File: src/rtl/prog_dumper_pkg.sv
// Shared definitions for the program dumper: state encodings and UART frame shape.
package prog_dumper_pkg;

    // UART frame shape (8N1), shared with the program loader
    localparam int FRAME_BITS = 8;
    localparam int STOP_BITS  = 1;

    // Address/count sequencer states
    typedef enum logic [2:0] {
        D_IDLE  = 3'd0,
        D_FETCH = 3'd1,
        D_WAIT  = 3'd2,
        D_SEND  = 3'd3,
        D_DONE  = 3'd4
    } dump_state_e;

    // Serializer states
    typedef enum logic [1:0] {
        S_IDLE  = 2'd0,
        S_START = 2'd1,
        S_DATA  = 2'd2,
        S_STOP  = 2'd3
    } ser_state_e;

endpackage

File: src/rtl/uart_tx_serializer.sv
// 8N1 UART transmitter: owns the bit divider, bit index and shift register.
// ready_o is high when idle and also during the final cycle of the stop bit,
// so a byte offered then is started back-to-back without an idle cycle.
module uart_tx_serializer
    import prog_dumper_pkg::*;
#(
    parameter int CLKS_PER_BIT = 12
) (
    input  logic       clk,
    input  logic       reset,
    input  logic [7:0] byte_i,
    input  logic       valid_i,
    output logic       ready_o,
    output logic       tx_o
);

    localparam int             DIV_W     = (CLKS_PER_BIT > 1) ? $clog2(CLKS_PER_BIT) : 1;
    localparam logic [DIV_W-1:0] DIV_LAST = DIV_W'(CLKS_PER_BIT - 1);
    localparam logic [2:0]     BIT_LAST  = 3'(FRAME_BITS - 1);
    localparam logic [2:0]     STOP_LAST = 3'(STOP_BITS - 1);

    ser_state_e       state_q;
    logic [DIV_W-1:0] div_q;
    logic [2:0]       idx_q;
    logic [7:0]       shift_q;
    logic             tx_q;
    logic             last_tick_s;

    assign last_tick_s = (div_q == DIV_LAST);
    assign tx_o        = tx_q;

    // Ready when idle or on the very last cycle of the final stop bit
    always_comb begin
        ready_o = 1'b0;
        if (state_q == S_IDLE) begin
            ready_o = 1'b1;
        end else if ((state_q == S_STOP) && last_tick_s && (idx_q == STOP_LAST)) begin
            ready_o = 1'b1;
        end else begin
            ready_o = 1'b0;
        end
    end

    // Frame sequencer: start bit, data bits LSB first, stop bit(s)
    always_ff @(posedge clk) begin
        if (reset) begin
            state_q <= S_IDLE;
            div_q   <= '0;
            idx_q   <= 3'd0;
            shift_q <= 8'h00;
            tx_q    <= 1'b1;
        end else begin
            case (state_q)
                S_IDLE: begin
                    div_q <= '0;
                    idx_q <= 3'd0;
                    tx_q  <= 1'b1;
                    if (valid_i) begin
                        shift_q <= byte_i;
                        tx_q    <= 1'b0;
                        state_q <= S_START;
                    end
                end
                S_START: begin
                    if (last_tick_s) begin
                        div_q   <= '0;
                        idx_q   <= 3'd0;
                        tx_q    <= shift_q[0];
                        shift_q <= {1'b0, shift_q[7:1]};
                        state_q <= S_DATA;
                    end else begin
                        div_q <= div_q + DIV_W'(1);
                    end
                end
                S_DATA: begin
                    if (last_tick_s) begin
                        div_q <= '0;
                        if (idx_q == BIT_LAST) begin
                            idx_q   <= 3'd0;
                            tx_q    <= 1'b1;
                            state_q <= S_STOP;
                        end else begin
                            idx_q   <= idx_q + 3'd1;
                            tx_q    <= shift_q[0];
                            shift_q <= {1'b0, shift_q[7:1]};
                        end
                    end else begin
                        div_q <= div_q + DIV_W'(1);
                    end
                end
                S_STOP: begin
                    if (last_tick_s) begin
                        div_q <= '0;
                        if (idx_q == STOP_LAST) begin
                            idx_q <= 3'd0;
                            if (valid_i) begin
                                shift_q <= byte_i;
                                tx_q    <= 1'b0;
                                state_q <= S_START;
                            end else begin
                                tx_q    <= 1'b1;
                                state_q <= S_IDLE;
                            end
                        end else begin
                            idx_q <= idx_q + 3'd1;
                        end
                    end else begin
                        div_q <= div_q + DIV_W'(1);
                    end
                end
                default: begin
                    state_q <= S_IDLE;
                    div_q   <= '0;
                    idx_q   <= 3'd0;
                    tx_q    <= 1'b1;
                end
            endcase
        end
    end

endmodule

File: src/rtl/prog_dumper.sv
// Program memory dumper: walks start_adr..start_adr+length-1, reads each byte
// with a fixed read latency and streams it out as an 8N1 UART frame.
module prog_dumper
    import prog_dumper_pkg::*;
#(
    parameter int CLKS_PER_BIT = 12,
    parameter int RD_LATENCY   = 2,
    parameter int ADR_WIDTH    = 21
) (
    input  logic                 clk,
    input  logic                 reset,
    input  logic                 start_i,
    input  logic [ADR_WIDTH-1:0] start_adr_i,
    input  logic [ADR_WIDTH-1:0] length_i,
    output logic [ADR_WIDTH-1:0] adr_o,
    output logic                 read_o,
    input  logic [7:0]           rdata_i,
    output logic                 tx_o,
    output logic                 busy_o,
    output logic                 done_o
);

    localparam int               WAIT_W    = (RD_LATENCY > 1) ? $clog2(RD_LATENCY) : 1;
    localparam logic [WAIT_W-1:0] WAIT_LAST = WAIT_W'(RD_LATENCY - 1);

    dump_state_e           state_q;
    logic [ADR_WIDTH-1:0]  adr_q;
    logic [ADR_WIDTH-1:0]  adr_d;
    logic [ADR_WIDTH-1:0]  rem_q;
    logic [ADR_WIDTH-1:0]  rem_d;
    logic [WAIT_W-1:0]     wait_q;
    logic                  read_q;
    logic                  busy_q;
    logic                  done_q;
    logic                  ser_valid_s;
    logic                  ser_ready_s;
    logic                  last_byte_s;

    assign adr_o  = adr_q;
    assign read_o = read_q;
    assign busy_o = busy_q;
    assign done_o = done_q;

    // Next address wraps silently; remaining count only decrements from >= 1
    always_comb begin
        adr_d       = adr_q + ADR_WIDTH'(1);
        rem_d       = rem_q - ADR_WIDTH'(1);
        last_byte_s = (rem_q == ADR_WIDTH'(1));
        ser_valid_s = (state_q == D_WAIT) && (wait_q == WAIT_LAST);
    end

    // Address/count sequencer with registered memory and status outputs
    always_ff @(posedge clk) begin
        if (reset) begin
            state_q <= D_IDLE;
            adr_q   <= '0;
            rem_q   <= '0;
            wait_q  <= '0;
            read_q  <= 1'b0;
            busy_q  <= 1'b0;
            done_q  <= 1'b0;
        end else begin
            case (state_q)
                D_IDLE: begin
                    read_q <= 1'b0;
                    done_q <= 1'b0;
                    busy_q <= 1'b0;
                    wait_q <= '0;
                    if (start_i) begin
                        busy_q <= 1'b1;
                        if (length_i != '0) begin
                            adr_q   <= start_adr_i;
                            rem_q   <= length_i;
                            read_q  <= 1'b1;
                            state_q <= D_FETCH;
                        end else begin
                            done_q  <= 1'b1;
                            state_q <= D_DONE;
                        end
                    end
                end
                D_FETCH: begin
                    read_q  <= 1'b0;
                    wait_q  <= '0;
                    state_q <= D_WAIT;
                end
                D_WAIT: begin
                    // The serializer captures rdata on the edge that leaves this state
                    if (wait_q == WAIT_LAST) begin
                        state_q <= D_SEND;
                    end else begin
                        wait_q <= wait_q + WAIT_W'(1);
                    end
                end
                D_SEND: begin
                    if (ser_ready_s) begin
                        adr_q <= adr_d;
                        rem_q <= rem_d;
                        if (last_byte_s) begin
                            done_q  <= 1'b1;
                            state_q <= D_DONE;
                        end else begin
                            read_q  <= 1'b1;
                            state_q <= D_FETCH;
                        end
                    end
                end
                D_DONE: begin
                    done_q  <= 1'b0;
                    busy_q  <= 1'b0;
                    state_q <= D_IDLE;
                end
                default: begin
                    state_q <= D_IDLE;
                    read_q  <= 1'b0;
                    busy_q  <= 1'b0;
                    done_q  <= 1'b0;
                end
            endcase
        end
    end

    uart_tx_serializer #(
        .CLKS_PER_BIT (CLKS_PER_BIT)
    ) u_ser (
        .clk     (clk),
        .reset   (reset),
        .byte_i  (rdata_i),
        .valid_i (ser_valid_s),
        .ready_o (ser_ready_s),
        .tx_o    (tx_o)
    );

endmodule

File: config.mk
export PLATFORM = sky130hd
export DESIGN_NAME = prog_dumper
export DESIGN_NICKNAME = d
export VERILOG_FILES = /design/src/rtl/prog_dumper_pkg.sv /design/src/rtl/uart_tx_serializer.sv /design/src/rtl/prog_dumper.sv
export SDC_FILE = /design/constraint.sdc
export NUM_CORES = 1
export LEC_CHECK = 0
export ABC_AREA = 1
export CORE_UTILIZATION = 48
export CTS_CLUSTER_DIAMETER = 80
export DETAILED_ROUTE_END_ITERATION = 12
export GPL_TIMING_DRIVEN = 0
export PLACE_DENSITY_LB_ADDON = 0.15
export SLEW_MARGIN = 20
export SYNTH_ARGS = -nofsm -noshare
export SYNTH_HDL_FRONTEND = slang
export SYNTH_SLANG_ARGS = --single-unit
File: constraint.sdc
create_clock -name clk -period 1.7 [get_ports clk]
set_input_delay 0.17 -clock clk [delete_from_list [all_inputs] [get_ports clk]]
set_output_delay 0.17 -clock clk [all_outputs]
set_load 0.01 [all_outputs]
==> impl_results.md, run 1 <==
- Crit path DAT: ~2000 ps
- DRC: 0
- CP cell instances: buf_4, ha_4, nor2_4, nand2_2, nand2_4, nand4_1, inv_2, buf_6, buf_4, a31oi_1
- Crit path launch type: register
- Vias: 5,339
- R2R depth: 10
- Largest net degree at the start of global routing: 11
- Max-cap viol count: 0
- Count leader, synth: nand2_1
- Slew margin rel.: between 40% and 50%
- Cell Area, Synth: 4350 um2
- Syn_nets: slightly below 800
- Inserted Clock Buffers: 9
- CTS tree: done
- Iteration-0 DRC Markers: around 480
- Drt total wl: between 15 and 20 mm
- GRT Total Usage: between 20% and 30%
- Final HPWL DP: between 9 and 10 mm
- ANT cells: 0
- PwrDens: 1760 nW/um2
- Die area: about 9500 um2
- WL/cell: 16.0 um
- Post-synthesis sequential element count: between 60 and 70
- Failing checks: setup timing
- Sequential area share after synthesis: 30.8%
- Core area: just under 9000 um2
- Depth of the worst hold-timing path: 3
- Yosys warns: 0
- Post-synthesis instance total: 717
- Non-Filler Instances: 945
- Final setup viols: 27
- Setup TNS: -884 ps
- Worst Hold Launch: rdata_i[5]
- Reg2reg end: u_ser.shift_q[1]$_SDFFE_PP0P_
- Hold WC Path Type: input port to register
- Drt pass-1 iters: 7
- Post-CTS Hold Fix Bufs: 0
- EDFF count, synth: 0
- Share of synthesized flip-flops with an asynchronous set or reset: 0%
- Slowest stage delay, CP: between 300 and 400 ps
- Largest area contributor in the netlist: dfxtp_1
- Clk_lat worst skew: around 350 ps
- Area growth syn-to-layout: 43.0%
- Dpl cells: about 900
- PortBufs: 77
- Ys flop type: dfxtp_1
- Synth top area cells: dfxtp_1 31%, nand2_1 18%, nor2_1 11%
- Root Driver: clkbuf_8
- Worst Tran Pin Value: between 700 and 800 ps
- Final net count: between 800 and 900
- Worst Path Max Fanout: 8
- F_max: 561 MHz
- Vias in the first global route: 4,790
- R2r setup slk: -80 ps
- Worst Skew: 10.2 ps
- Post-route ant nets: 0
- Grt ovf: 0
- First-pass GRT wire length: between 20 and 25 mm
- RSZ-0062 raised after global routing: true
- Setup ws final: -81.8 ps
- H-tree levels: 3
- Cell mode on critical path: buf_4
- Avg Synthesized Cell Area: around 6.1 um2
- Outcome: finished, violations left
- Critical Path End Type: register
- Worst R2R Start: u_ser.state_q[0]$_SDFFE_PP0P_
- Die height: just under 100 um
- Layout cells sized above 1: a little under a fifth
- Die width: ~100 um
- Routed vias/inst: roughly 5.6
- Cell row count: 34
- Routability congestion estimate: 0.917
- Post-synth top area share: a little under a third
- CP required: roughly 1900 ps
- Clock slew at reported path FFs: roughly 70 ps
- Initial Utilization: around half
- Antenna violations before repair: 0
- CP Class: register to register
- Hold EP: u_ser.shift_q[5]$_SDFFE_PP0P_
- Peak VDD IR: approximately 1.1 mV
- Final Max Tran Viols: 0
- Final core occ: between 70% and 80%
- Final Hold Fails: 0
- Boundary Pins: 78
- Sink Count: 67
- Final min period: between 1500 and 2000 ps
- Synth unique cells: 38
- Fin crit share: 105%
- Worst hold slack: around 410 ps
- Synth top cells by count: 204 x nand2_1, 123 x nor2_1, 67 x dfxtp_1, 59 x inv_1, 54 x o21ai_0
- Pre-CTS setup slack: -509 ps
- Longest Clk Path Bufs: 2
- CP max-delay cell: dfxtp_4
- P_leak: about 0.0026 uW
-- cell usage in the layout (no fill, tap or decap), types with 5 or more instances in the layout --
cell type	instances
nor2_2	10
nor2_4	7
dfxtp_2	5
a31oi_1	10
ha_4	8
xnor2_1	5
a21oi_1	35
o21ai_0	42
a21oi_2	9
buf_4	20
o21ai_2	7
nand3_1	46
nand2_1	191
inv_1	53
dfxtp_1	57
buf_6	10
nand2_2	11
inv_2	8
or2_0	6
clkbuf_8	11
clkbuf_1	7
clkdlybuf4s50_1	77
o21ai_1	10
dfxtp_4	5
or2_2	7
nor2_1	108
nand4_1	8
-- power by group --
part	leakage (uW)	switching [uW]	total, uW	internal [uW]
Combinational	0.00194	3680	6730	3050
Sequential	0.000557	695	2870	2170
Clock	0.0000995	629	1380	750
Total	0.00260	5000	11000	5970
-- what timing repair did --
item                       4_1_cts  5_1_grt
pin swaps                        3       31
setup endpoints to repair       54       55
buffers inserted                11       12
resized for setup               47      100
cloned                           1        4
-- flip-flops by register name (all words and copies together), names as in the netlist --
register,count
state_q,3
u_ser.div_q,4
rem_q,21
read_o,1
u_ser.idx_q,3
u_ser.state_q,2
u_ser.tx_o,1
busy_o,1
u_ser.shift_q,8
wait_q,1
done_o,1
adr_o,21
-- critical path, delay by kind of cell, from the launching register on --
family / cells / cell delay (ps)
simple gates: 4 / 500
compound gates: 1 / 80
flops: 1 / 370
fa+ha+maj: 1 / 160
buf+inv: 4 / 540
-- through the flow --
step / total power [uW] / cell area (um2)
finish: 11000 / 6230
global route: 11700 / 6230
CTS: 9520 / 5710
detailed placement: 7620 / 5270
global placement: 7500 / 5270
floorplan: 5980 / 4360
-- area by class of cell --
cell class	instances	area, um2
clock inverters	2	35.0
fillers	746	2530
plain buffers	25	214
inverters	64	250
clock buffers	13	159
multi-input cells	561	2990
repair buffers	105	1080
well taps	108	135
flip-flops and latches	67	1370
-- kinds of logic after synthesis --
kind of cell	after synthesis	synth area share, %
flops	67	30.8
simple gates	415	39.7
buf+inv	89	8.85
xor+xnor	7	1.41
compound gates	128	16.0
fa+ha+maj	11	3.16
-- routing by layer --
layer / track usage [%] / vias up / share of wire (%)
li1: - / 2549 / -
met1: 36.4 / 2455 / 41
met2: 50.7 / 283 / 48
met3: 4.68 / 52 / 7.6
met4: 12.8 / 0 / 3.6
met5: 0 / - / 0
-- worst max-delay path by stage --
stage                                        from                            end  cells past startpoint
floorplan           u_ser.state_q[0]$_SDFFE_PP0P_  u_ser.shift_q[5]$_SDFFE_PP0P_                     10
global placement                     length_i[10]          rem_q[0]$_SDFFE_PP0P_                     11
detailed placement                   length_i[10]         adr_o[15]$_SDFFE_PP0P_                     11
CTS                   u_ser.idx_q[0]$_SDFFE_PP0P_          rem_q[5]$_SDFFE_PP0P_                     11
global route        u_ser.state_q[0]$_SDFFE_PP0P_  u_ser.shift_q[5]$_SDFFE_PP0P_                     10
finish              u_ser.state_q[0]$_SDFFE_PP0P_  u_ser.shift_q[1]$_SDFFE_PP0P_                     10
Note: power is estimated with default switching activity, not from simulation.
==> run 2: changes to the inputs <==
PLACE_DENSITY = 0.79   (was unset)
PLACE_DENSITY_LB_ADDON = unset   (was 0.15)
==> impl_results.md, run 2 (synthesized netlist as in run 1, its figures left out) <==
- GRT Total Usage: 30.0% (+0.51 points)
- Post-route ant nets: 0 (unchanged)
- Die height: 97.2 um (unchanged)
- H-tree levels: 3 (unchanged)
- Final net count: 899 (+0.22%)
- Vias in the first global route: 4,958 (+3.5%)
- Hold EP: u_ser.shift_q[3]$_SDFFE_PP0P_
- Initial Utilization: 49.7% (unchanged)
- CP required: 1920 ps (about the same)
- ANT cells: 0 (unchanged)
- Antenna violations before repair: 0 (unchanged)
- Sink Count: 67 (unchanged)
- Depth of the worst hold-timing path: 3 (unchanged)
- R2R depth: 8 (-2)
- Pre-CTS setup slack: -456 ps (+53.1 ps)
- Final HPWL DP: 10.0 mm (+0.61%)
- Post-Layout Inst Area: 6080 um2 (-2.5%)
- Drt total wl: 14.9 mm (-1.5%)
- F_max: 576 MHz (+2.6%)
- Worst Hold Launch: rdata_i[3]
- Worst Skew: 10.9 ps (+0.754 ps)
- Vias: 5,288 (-0.96%)
- Final Hold Fails: 0 (unchanged)
- Clock slew at reported path FFs: 80 ps (about the same)
- Hold WC Path Type: input port to register
- Final setup viols: 2 (-93%)
- Clk_lat worst skew: 360 ps (about the same)
- WL/cell: 15.7 um (-1.9%)
- Instance area at placement: 5270 um2 (unchanged)
- Core area: 8760 um2 (unchanged)
- Drt pass-1 iters: 5 (-2)
- Cell row count: 34 (unchanged)
- Routability congestion estimate: 0.935 (+2.0%)
- Commonest cells after routing, fill and taps aside: 196 x nand2_1, 106 x nor2_1, 77 x clkdlybuf4s50_1
- Dpl cells: 902 (unchanged)
- Worst Path Max Fanout: 5 (-3)
- Failing checks: setup timing
- Worst Tran Pin Value: 665 ps (-87.9 ps)
- Iteration-0 DRC Markers: 399 (-17%)
- PwrDens: 1720 nW/um2 (-2.4%)
- Die width: 97.2 um (unchanged)
- Fill cells: 742 (-0.54%)
- Worst R2R Start: rem_q[10]$_SDFFE_PP0P_
- Peak VDD IR: 0.891 mV (-16%)
- Longest Clk Path Bufs: 2 (unchanged)
- P_leak: 0.00256 uW (-1.3%)
- Critical Path End Type: register
- Crit path DAT: 1950 ps (-50 ps)
- PortBufs: 77 (unchanged)
- Grt ovf: 0 (unchanged)
- Largest net degree at the start of global routing: 12 (+1)
- Final min period: 1740 ps (-44.9 ps)
- R2r setup slk: -40 ps (+40 ps)
- Reg2reg end: state_q[0]$_SDFFE_PP0P_
- Crit path launch: rem_q[10]$_SDFFE_PP0P_
- Area growth syn-to-layout: 39.5%
- Routed vias/inst: 5.58 (-1.3%)
- Final core occ: 69.3% (-1.7 points)
- CTS tree: done
- Setup TNS: -40.6 ps (+843 ps)
- Die area: 9460 um2 (unchanged)
- Leading cell type in the layout, fill and taps excluded: nand2_1
- Non-Filler Instances: 948 (+0.32%)
- Setup ws final: -36.9 ps (+44.9 ps)
- Max-cap viol count: 0 (unchanged)
- Final Max Tran Viols: 0 (unchanged)
- First-pass GRT wire length: 23.0 mm (+1.5%)
- Root Driver: clkbuf_8
- Outcome: finished, violations left
- Inserted Clock Buffers: 9 (unchanged)
- Crit path launch type: register
- CP Class: register to register
- RSZ-0062 raised after global routing: true
- DRC: 0 (unchanged)
- Slew margin rel.: 55.7% (+5.9 points)
- Layout cells sized above 1: 16.9% (-1.7 points)
- Post-CTS Hold Fix Bufs: 0 (unchanged)
- Boundary Pins: 78 (unchanged)
- Fin crit share: 102% (-2.6 points)
[run 2: changes by cell type in the layout (fill, tap and decap cells not counted), moves of 5 or more]
cell / delta
o21ai_0: +5
a21oi_2: -8
nand2_1: +5
a21oi_1: +8
buf_4: +9
nand2_2: -6
o21ai_2: -6
[run 2: metal layers]
| layer | GRT usage, % | vias up | part of all wire, % |
|---|---|---|---|
| li1 | - | 2556 | - |
| met1 | 36.7 | 2441 | 42 |
| met2 | 51.7 | 244 | 48 |
| met3 | 4.10 | 47 | 7.0 |
| met4 | 14.4 | 0 | 3.0 |
| met5 | 0 | - | 0 |
[run 2: final cells by class]
type                       instances  area, um2  area share (%)
buffer                            24        185            3.05
clock buffer                      13        159            2.62
clock inverter                     3       46.3           0.762
inverter                          64        250            4.12
multi-input combinational        561       2910            47.9
sequential                        67       1370            22.5
tap                              108        135            2.22
timing repair buffer             108       1020            16.8
[run 2: per-stage QoR]
step / total power [uW] / hold slack, ps
6_report: 10400 / 393
5_1_grt: 11100 / 412
4_1_cts: 9530 / 400
3_5_place_dp: 7650 / 444
3_3_place_gp: 7540 / 429
2_1_floorplan: 5980 / 330
[run 2: how the worst max path moves through the flow]
stage / to / slack (ps) / depth (start not counted)
floorplan: u_ser.shift_q[5]$_SDFFE_PP0P_ / 5 / 10
global placement: rem_q[1]$_SDFFE_PP0P_ / -450 / 11
detailed placement: adr_o[7]$_SDFFE_PP0P_ / -460 / 11
CTS: u_ser.state_q[0]$_SDFFE_PP0P_ / -6 / 10
global route: state_q[0]$_SDFFE_PP0P_ / -70 / 8
finish: state_q[0]$_SDFFE_PP0P_ / -40 / 8
[run 2: timing repair]
item / CTS / global route
setup endpoints to repair: 53 / 56
pin swaps: 1 / 18
setup buffers: 11 / 19
gates cloned: 0 / 1
resized for setup: 42 / 74
[run 2: power breakdown]
| group | switching [uW] | internal [uW] | total, uW |
|---|---|---|---|
| sequential | 700 | 2170 | 2870 |
| combinational | 3490 | 2670 | 6160 |
| clock | 651 | 762 | 1410 |
[run 2: critical path: stages, from the launching register on]
cell     delay, ps
dfxtp_1        350
nor2_1         190
nand2_1        150
nor2_2         190
nand2_1        110
o21ai_0        320
nand3_1        140
nand2_1        100
a21oi_1         60
==> run 3: changes to the inputs <==
GPL_TIMING_DRIVEN = unset   (was 0)
==> impl_results.md, run 3 (synthesized netlist as in run 1, its figures left out) <==
- Setup ws final: -45.9 ps (-8.94 ps)
- Cell row count: 34 (unchanged)
- Longest Clk Path Bufs: 2 (unchanged)
- Area of the multi-input gates: 2850 um2 (-2.3%)
- Largest net degree at the start of global routing: 35 (+23)
- Clk_lat worst skew: 360 ps (about the same)
- Pre-CTS setup slack: -323 ps (+134 ps)
- Final net count: 910 (+1.2%)
- Worst Path Max Fanout: 13 (+8)
- Failing checks: setup timing
- Non-Filler Instances: 958 (+1.1%)
- ANT cells: 0 (unchanged)
- Final min period: 1750 ps (+8.94 ps)
- Layout cells sized above 1: 18.4% (+1.4 points)
- Crit path DAT: 1990 ps (+40 ps)
- Worst Skew: 14.2 ps (+3.22 ps)
- R2R depth: 10 (+2)
- Routed vias/inst: 5.67 (+1.6%)
- RSZ-0062 raised after global routing: true
- Fill cells: 673 (-9.3%)
- Outcome: finished, violations left
- Commonest cells after routing, fill and taps aside: 195 x nand2_1, 112 x nor2_1, 77 x clkdlybuf4s50_1
- Power share of the combinational group: 59.7% (+0.7 points)
- Register Area: 1360 um2 (-0.73%)
- Root Driver: clkbuf_8
- Dpl cells: 926 (+2.7%)
- Leading cell type in the layout, fill and taps excluded: nand2_1
- Depth of the worst hold-timing path: 3 (unchanged)
- Die area: 9460 um2 (unchanged)
- Final setup viols: 2 (unchanged)
- Drt pass-1 iters: 5 (unchanged)
- First-pass GRT wire length: 22.1 mm (-3.5%)
- Hold WC Path Type: input port to register
- Max-cap viol count: 0 (unchanged)
- P_leak: 0.00269 uW (+4.9%)
- Final core occ: 71.6% (+2.3 points)
- Slew margin rel.: 73.9% (+18 points)
- CTS tree: done
- Antenna violations before repair: 0 (unchanged)
- Die width: 97.2 um (unchanged)
- Peak VDD IR: 0.896 mV (+0.58%)
- Die height: 97.2 um (unchanged)
- Initial Utilization: 49.7% (unchanged)
- Int Pwr: 6330 uW (+13%)
- Grt ovf: 0 (unchanged)
- Drt total wl: 14.5 mm (-2.4%)
- CP Class: register to register
- PortBufs: 77 (unchanged)
- Setup TNS: -63.7 ps (-23.1 ps)
- Worst Tran Pin Value: 392 ps (-273 ps)
- GRT Total Usage: 28.5% (-1.4 points)
- F_max: 573 MHz (-0.51%)
- Crit path launch type: register
- Clk pwr share: 15.3% (+1.8 points)
- Final Hold Fails: 0 (unchanged)
- Final Max Tran Viols: 0 (unchanged)
- Post-route ant nets: 0 (unchanged)
- Iteration-0 DRC Markers: 337 (-16%)
- Routability congestion estimate: 0.907 (-3.0%)
- Core area: 8760 um2 (unchanged)
- WL/cell: 15.2 um (-3.4%)
- Boundary Pins: 78 (unchanged)
- Fin crit share: 103% (+0.53 points)
- Vias in the first global route: 5,072 (+2.3%)
- Area growth syn-to-layout: 44.2%
- Clock slew at reported path FFs: 80 ps (about the same)
- Sink Count: 67 (unchanged)
- CP required: 1940 ps (+20 ps)
- Flop pwr share: 25.0% (-2.5 points)
- Switching Share: 43.3% (-3.0 points)
- DRC: 0 (unchanged)
- Vias: 5,429 (+2.7%)
- Post-CTS Hold Fix Bufs: 0 (unchanged)
- Critical Path End Type: register
- H-tree levels: 3 (unchanged)
- Inserted Clock Buffers: 9 (unchanged)
- Final HPWL DP: 9.40 mm (-6.0%)
- Switch Pwr: 4850 uW (about the same)
- PwrDens: 1780 nW/um2 (+3.5%)
## run 3: stage by stage
| step | hold WS (ps) | power, uW | area (um2) |
|---|---|---|---|
| after global routing | 376 | 12000 | 6280 |
| after global placement | 452 | 7860 | 5540 |
| final | 378 | 11200 | 6280 |
| after CTS | 376 | 10200 | 5920 |
| after floorplan | 330 | 5980 | 4360 |
| after detailed placement | 456 | 8030 | 5540 |
## run 3: metal layers
| layer | wire, um | GRT usage [%] | share of wire (%) | up-vias |
|---|---|---|---|---|
| li1 | - | - | - | 2583 |
| met1 | 5700 | 34.2 | 39 | 2515 |
| met2 | 7280 | 49.5 | 50 | 274 |
| met3 | 1020 | 4.32 | 7.0 | 57 |
| met4 | 543 | 14.4 | 3.7 | 0 |
| met5 | 0 | 0 | 0 | - |
## run 3: repair_timing
action / in CTS / in global routing
setup buffers: 4 / 6
cloned: 3 / 4
pin swaps: 4 / 16
gates resized for setup: 20 / 72
endpoints found under the setup margin: 30 / 53
## run 3: final timing paths
kind / start / endpoint / slack [ps]
hold reg to reg: u_ser.shift_q[2]$_SDFFE_PP0P_ / u_ser.shift_q[1]$_SDFFE_PP0P_ / 480
setup reg to reg: u_ser.idx_q[0]$_SDFFE_PP0P_ / adr_o[1]$_SDFFE_PP0P_ / -50
setup / recovery: u_ser.idx_q[0]$_SDFFE_PP0P_ / adr_o[1]$_SDFFE_PP0P_ / -50
hold / removal: rdata_i[1] / u_ser.shift_q[1]$_SDFFE_PP0P_ / 380
## run 3: power by group through the flow
stage	Clock (uW)	Combinational (uW)	Sequential, uW
floorplan	0	3220	2760
global placement	0	5130	2730
detailed placement	0	5280	2750
CTS	1710	5760	2730
global route	1800	7290	2860
finish	1720	6670	2790
## run 3: final cells by class
cell class	count	area share, %
multi-input combinational	561	45.3
timing repair buffer	143	23.0
sequential	67	21.6
inverter	64	3.91
clock buffer	11	2.41
tap	108	2.15
clock inverter	4	1.55
## run 3: critical path, stage by stage (launching register included)
cell and delay [ps]:
dfxtp_2 340, inv_2 80, ha_4 150, nand3_4 70
o21ai_4 170, o21ai_4 100, inv_2 120, nand2_8 90
buf_16 170, o21ai_0 240, nor2_1 80
